## src/rtl/regfile_mp_sb.sv

```systemverilog
// Multi-port register file with same-cycle write-to-read forwarding and an
// integrated busy-bit scoreboard for the decode/issue stage; r0 reads as zero.
module regfile_mp_sb #(
  parameter int DATA_W = 32,
  parameter int ADDR_W = 5,
  parameter int NRD    = 2,
  parameter int NWR    = 2
) (
  input  logic                  clk,
  input  logic                  rst,
  input  logic [NWR-1:0]        we,
  input  logic [NWR*ADDR_W-1:0] waddr,
  input  logic [NWR*DATA_W-1:0] wdata,
  input  logic [NRD-1:0]        re,
  input  logic [NRD*ADDR_W-1:0] raddr,
  output logic [NRD*DATA_W-1:0] rdata,
  output logic [NRD-1:0]        rbusy,
  input  logic                  alloc_en,
  input  logic [ADDR_W-1:0]     alloc_addr,
  input  logic                  flush,
  output logic [ADDR_W:0]       busy_cnt
);

  localparam int NUM_REGS = 1 << ADDR_W;

  logic [DATA_W-1:0]   regs_q [NUM_REGS];
  logic [NUM_REGS-1:0] busy_q;
  logic [NUM_REGS-1:0] busy_d;
  logic [ADDR_W:0]     busy_cnt_q;
  logic [ADDR_W:0]     busy_cnt_d;

  // Storage update: ascending port order lets the highest-index port win
  always_ff @(posedge clk) begin
    if (rst) begin
      for (int r = 0; r < NUM_REGS; r++) regs_q[r] <= '0;
    end else begin
      for (int i = 0; i < NWR; i++) begin
        if (we[i] && (waddr[i*ADDR_W +: ADDR_W] != '0))
          regs_q[waddr[i*ADDR_W +: ADDR_W]] <= wdata[i*DATA_W +: DATA_W];
      end
    end
  end

  // Read ports: forwarding from the write ports also masks the busy bit
  always_comb begin : rd_comb
    logic [ADDR_W-1:0] ra;
    logic [DATA_W-1:0] val;
    logic              hit;
    rdata = '0;
    rbusy = '0;
    ra    = '0;
    val   = '0;
    hit   = 1'b0;
    for (int j = 0; j < NRD; j++) begin
      ra  = raddr[j*ADDR_W +: ADDR_W];
      val = regs_q[ra];
      hit = 1'b0;
      for (int i = 0; i < NWR; i++) begin
        if (we[i] && (waddr[i*ADDR_W +: ADDR_W] == ra)) begin
          hit = 1'b1;
          val = wdata[i*DATA_W +: DATA_W];
        end
      end
      if (!rst && re[j] && (ra != '0)) begin
        rdata[j*DATA_W +: DATA_W] = val;
        rbusy[j]                  = busy_q[ra] & ~hit;
      end
    end
  end

  // Scoreboard next state: writeback clears, then the younger alloc sets
  always_comb begin
    busy_d = busy_q;
    for (int i = 0; i < NWR; i++) begin
      if (we[i]) busy_d[waddr[i*ADDR_W +: ADDR_W]] = 1'b0;
    end
    if (alloc_en) busy_d[alloc_addr] = 1'b1;
    if (flush) busy_d = '0;
    busy_d[0] = 1'b0;

    busy_cnt_d = '0;
    for (int r = 0; r < NUM_REGS; r++)
      busy_cnt_d = busy_cnt_d + {{ADDR_W{1'b0}}, busy_d[r]};
  end

  always_ff @(posedge clk) begin
    if (rst) begin
      busy_q     <= '0;
      busy_cnt_q <= '0;
    end else begin
      busy_q     <= busy_d;
      busy_cnt_q <= busy_cnt_d;
    end
  end

  assign busy_cnt = busy_cnt_q;

endmodule

```

## config.mk

```make
export PLATFORM = sky130hd
export DESIGN_NAME = regfile_mp_sb
export DESIGN_NICKNAME = d
export VERILOG_FILES = /design/src/rtl/regfile_mp_sb.sv
export SDC_FILE = /design/constraint.sdc
export NUM_CORES = 2
export LEC_CHECK = 0
export BUFFER_PORTS_ARGS = -buffer_cell sky130_fd_sc_hd__buf_2
export CELL_PAD_IN_SITES_DETAIL_PLACEMENT = 0
export CELL_PAD_IN_SITES_GLOBAL_PLACEMENT = 1
export CORE_MARGIN = 4
export CORE_UTILIZATION = 30
export DETAILED_ROUTE_END_ITERATION = 10
export GPL_TIMING_DRIVEN = 0
export MAX_ROUTING_LAYER = met4
export PLACE_DENSITY_LB_ADDON = 0.2
export SYNTH_ARGS = -nofsm -noshare
export SYNTH_HDL_FRONTEND = slang
export SYNTH_SLANG_ARGS = --single-unit
```

## constraint.sdc

```tcl
create_clock -name clk -period 22.8 [get_ports clk]
set_input_delay 5.7 -clock clk [delete_from_list [all_inputs] [get_ports clk]]
set_output_delay 5.7 -clock clk [all_outputs]
set_load 0.02 [all_outputs]
```

# Yosys cells after proc, flatten, opt, wreduce, memory -nomap -nowiden
# Memories as Yosys holds them, arrays and structs flattened.
# Index checks and enable logic that the tools add are counted.
# totals
reg_bits,38
ram_bits,1024
out_inout_bits,72
mem_count,1
# memory_table
name,words,word_bits,read_ports,rd_clocked_by_memory_dff,wr,line_no,rtl
regs_q,32,32,2,0,32,26,logic [DATA_W-1:0] regs_q [NUM_REGS];
# op_classes
add_sub_neg,30
n_lt_le_gt_ge,8
n_eq_ne,4
n_mux,40
n_bitwise,9
n_reduce_logical,20
# ops
op,n
32-bit 2-to-1 mux,12
6-bit by 1-bit adder with 6-bit output,25
32-bit AND,2
32-bit NOT,2
32-bit OR reduction,2
32-bit bitwise OR,1
5-bit by 6-bit less-than comparator with 1-bit output (second input constant),5
1-bit 2-to-1 mux,21
5-bit equality test,4
5-bit nonzero test,4
1-bit demux with 5-bit select,3
5-bit by 1-bit >= comparator with 1-bit output (second input constant),3
1-bit logical AND,13
1-bit binary-select mux with 5-bit select,2
5-bit 2-to-1 mux,2
5-bit by 1-bit adder with 6-bit output,1
4-bit by 1-bit adder with 5-bit output,1
3-bit by 1-bit adder with 4-bit output,1
2-bit by 1-bit adder with 3-bit output,1
1-bit by 1-bit adder with 2-bit output,1
1-bit AND,2
1-bit NOT,2
1-bit zero test,1

# Longest topological paths before layout
# depth
word_depth,42
ltp_mapped,24

# Worst setup path before layout
# OpenSTA, ideal clock, no wires.
# synth_timing
path_kind,input to output
startpoint,input port raddr[7]
endpoint,output port rbusy[1]
arrival_ps,7498
required_ps,17100
slack_ps,9602
stages,6
cell_sequence,buf_2 -> buf_2 -> clkbuf_1 -> mux4_2 -> mux4_2 -> o2111a_1
# synth_via
elab_chain_len,7
# synth_rtl
element,line_no,rtl
from (decl),15,"input logic [NRD*ADDR_W-1:0] raddr,"
branches (longest 6 deep; another with 1-bit binary-select mux with 5-bit select),n/a,
1-bit 2-to-1 mux *,64,if (!rst && re[j] && (ra != '0)) begin
to (decl),17,"output logic [NRD-1:0] rbusy,"
# Mark *: on every way between the ends. The select of a mux whose other input is x is not followed.

# Worst setup path in the final report
# layout_timing
startpoint,input port raddr[2]
endpoint,output port rdata[0]
# layout_via
elab_chain_len,5
# layout_rtl
element,line_no,rtl
branches (longest 4 deep; another with memory read 32 x 32 bit),n/a,
32-bit 2-to-1 mux *,64,
to (decl),16,"output logic [NRD*DATA_W-1:0] rdata,"
# Mark *: on every way between the ends.

==> impl_metrics.py <==
metrics = {
    "clocking": {
        "worst_skew_pair.late_latency_ps": 830,
        "clock-root-buffer": "clkbuf_16",
        "clk_pin_slew_ps": 50,
        "postCtsSetupRepairBufs": 0,
        "cts_tree": "done",
        "cts_sinks": 1061,
        "hold_buffers": 0,
        "htreeDepth": 4,
        "cts_buffers": 132,
        "cts.repair.resized": 0,
        "clockBufferDepth": 3,
    },
    "yosys": {
        "synth_top_area_share_pct": 46.1,
        "syn_avg_cell_area_um2": 10.8,
        "yosysMostFrequentCell": "nand2_1",
        "ys_warn_count": 0,
        "synthTopCellsByArea": "edfxtp_1, mux4_2, nand2_1",
        "netlist_area_um2": 66700,
        "synthTopCellsByCount": "nand2_1, edfxtp_1, o21ai_0, clkbuf_1, mux2i_1",
        "synth_flop_cell": "edfxtp_1",
        "yosysUniqueCellTypes": 68,
        "synth_cells": 6145,
        "seq_area_frac_synth_pct": 47.2,
        "ys_ff_latch": 1061,
        "yosys.area.top_type": "edfxtp_1",
        "async_reset_ff_share_pct": 0,
        "synth_edf_count": 1024,
    },
    "power": {
        "power.density_nw_per_um2": 69.5,
        "ir_drop_v": 0.0000835,
        "power.total_uw": 5240,
        "p_leak_uw": 0.0246,
    },
    "worst_setup_path": {
        "end_kind": "output pin",
        "cpMostUsedCell": "buf_2",
        "crit_slowest_cell": "clkbuf_1",
        "crit_fanout": 10,
        "ff2ff_setup_slack_ps": 17310,
        "reg2reg_to": "busy_cnt[4]",
        "crit_chain": "buf_2 -> buf_2 -> clkbuf_1 -> mux4_2 -> mux2i_1 -> nor2_1 -> a2111oi_1 -> a22oi_1 -> buf_2",
        "path_buf_inv": 4,
        "arrival_ps": 9840,
        "critical-path-top-delay-family": "buffers and inverters",
        "crit_type": "input pin to output pin",
        "reg2reg_from": "busy_q[18]",
        "r2r_cells": 17,
        "worst-path-stages": 9,
        "critPathLaunchType": "input pin",
        "required_ps": 17100,
        "critPathMaxStageDelay_ps": 1020,
    },
    "min_path": {
        "hp-class": "flip-flop to flip-flop",
        "whs_endpoint": "busy_q[1]",
        "worstHoldPathCells": 2,
        "hold_start": "busy_q[1]",
    },
    "timing": {
        "timing.fmax_mhz": 64.4,
        "hold_viol": 0,
        "grt_setup_unrepaired": "false",
        "max_slew_margin_pct": -7.11,
        "setup_tns_ps": 0,
        "worst_pin_slew_ps": 1610,
        "fin_crit_sh_pct": 68.2,
        "setup_viol": 0,
        "skew_ps": 9.13,
        "maxSlewViolCount": 33,
        "min_period_ps": 15540,
    },
    "placement": {
        "dp_hpwl_um": 282000,
        "io_buffers": 89,
        "gp_congestion": 1.00,
    },
    "detailed_routing": {
        "wl_um": 348000,
        "via_per_inst": 6.02,
        "avgRoutedWirePerCell_um": 36.7,
        "first_pass_iters": 8,
        "vias": 57200,
        "drt_iter0_drc": 8565,
        "ant_nets": 0,
        "route.detailed.drc": 0,
    },
    "layout": {
        "area_growth_pct": 13.1,
        "postLayoutCoreUtil_pct": 34.2,
        "drive_above_1_share_pct": 14.9,
        "finalNetCount": 6538,
    },
    "grt": {
        "grt_max_degree": 33,
        "grt.total_usage_pct": 30.1,
        "grt_pass1_wl_um": 461000,
        "grt_pass1_vias": 53300,
        "overflow": 0,
        "antenna_found_initial": 37,
    },
    "job": {
        "drv_cap": 3,
    },
    "die": {
        "die_h_um": 479,
        "design.die.area_um2": 230000,
        "start_util_pct": 30.2,
        "dieWidth_um": 479,
        "row_count": 172,
        "coreArea_um2": 220000,
        "ios": 169,
    },
    "run_status": {
        "status": "finished with violations",
        "violations": "capacitance limit, slew limit",
    },
}
## area by class of cell
class / count / area, um2
Tap cell: 2958 / 3700
Multi-Input combinational cell: 4278 / 31700
Clock inverter: 70 / 644
Inverter: 28 / 105
Antenna cell: 23 / 57.6
Clock buffer: 163 / 3480
Sequential cell: 1061 / 31500
Buffer: 809 / 3570
Timing Repair Buffer: 101 / 663
Fill cell: 22200 / 145000
## worst min-delay path, cell delays in order, from the launching register on
cell	delay [ps]
dfxtp_1	340
a22oi_1	90
nor3_1	140
## sequential cells by signal (all words and copies together), names as in the netlist
signal    flops
regs_q     1024
busy_cnt      6
busy_q       31
## worst max-delay path by stage
stage | start | end | slack (ps)
5_1_grt | raddr[2] | rdata[0] | 7140
6_report | raddr[2] | rdata[0] | 7260
2_1_floorplan | raddr[7] | rbusy[1] | 9600
3_5_place_dp | raddr[2] | rdata[0] | 7370
4_1_cts | raddr[2] | rdata[0] | 7360
3_3_place_gp | raddr[9] | rdata[51] | 7280
## metrics by stage
stage | hold slack [ps] | cell area (um2) | instances | setup WS [ps]
after floorplan | 542 | 66800 | 6176 | 9600
after global placement | 602 | 70900 | 9223 | 7280
after detailed placement | 619 | 71200 | 9235 | 7370
after CTS | 626 | 75300 | 9468 | 7360
after global routing | 693 | 75400 | 9486 | 7140
final | 618 | 75400 | 9491 | 7260
## metal layers
metal	share of wire, %	global-route usage (%)	vias to the layer above
li1	-	-	23700
met1	41	40.2	29300
met2	43	43.8	3499
met3	10	6.66	608
met4	5.4	13.7	0
met5	0	-	-
## power breakdown
part / total, uW / internal [uW] / switching [uW]
combinational: 812 / 248 / 564
clock: 2110 / 1200 / 908
sequential: 2320 / 2250 / 66.9
## cell families (layout without fill, tap and decap cells)
logic type	after synthesis	after routing	synth area share, %
other	1	55	0.00563
adder cells (fa/ha/maj)	30	30	0.822
XOR/XNOR	23	23	0.302
flip-flops	1061	1061	47.2
AND/OR/NAND/NOR	1746	1746	10.7
multiplexers	787	787	18.4
AO/OA/AOI/OAI	1660	1660	17.0
buffers and inverters	837	1171	5.51
## cell usage in the layout (no fill, tap or decap), types with 18 or more instances in the layout
master	count
a2111oi_2	27
a21boi_0	30
a21oi_1	66
a22o_1	320
a22oi_1	92
a32o_1	30
buf_1	55
buf_2	280
buf_4	32
buf_6	23
clkbuf_1	532
clkbuf_16	135
clkinv_1	31
conb_1	32
dfxtp_1	37
diode_2	23
edfxtp_1	1024
fa_1	23
inv_1	27
mux2i_1	437
mux4_2	348
nand2_1	1396
nor2_1	161
nor3_1	22
o21a_1	30
o21ai_0	708
o21bai_1	60
o221ai_1	182
o22ai_1	92
or2_2	18
or3_1	34
or3_2	27
Power figures use the tool's default switching activity.
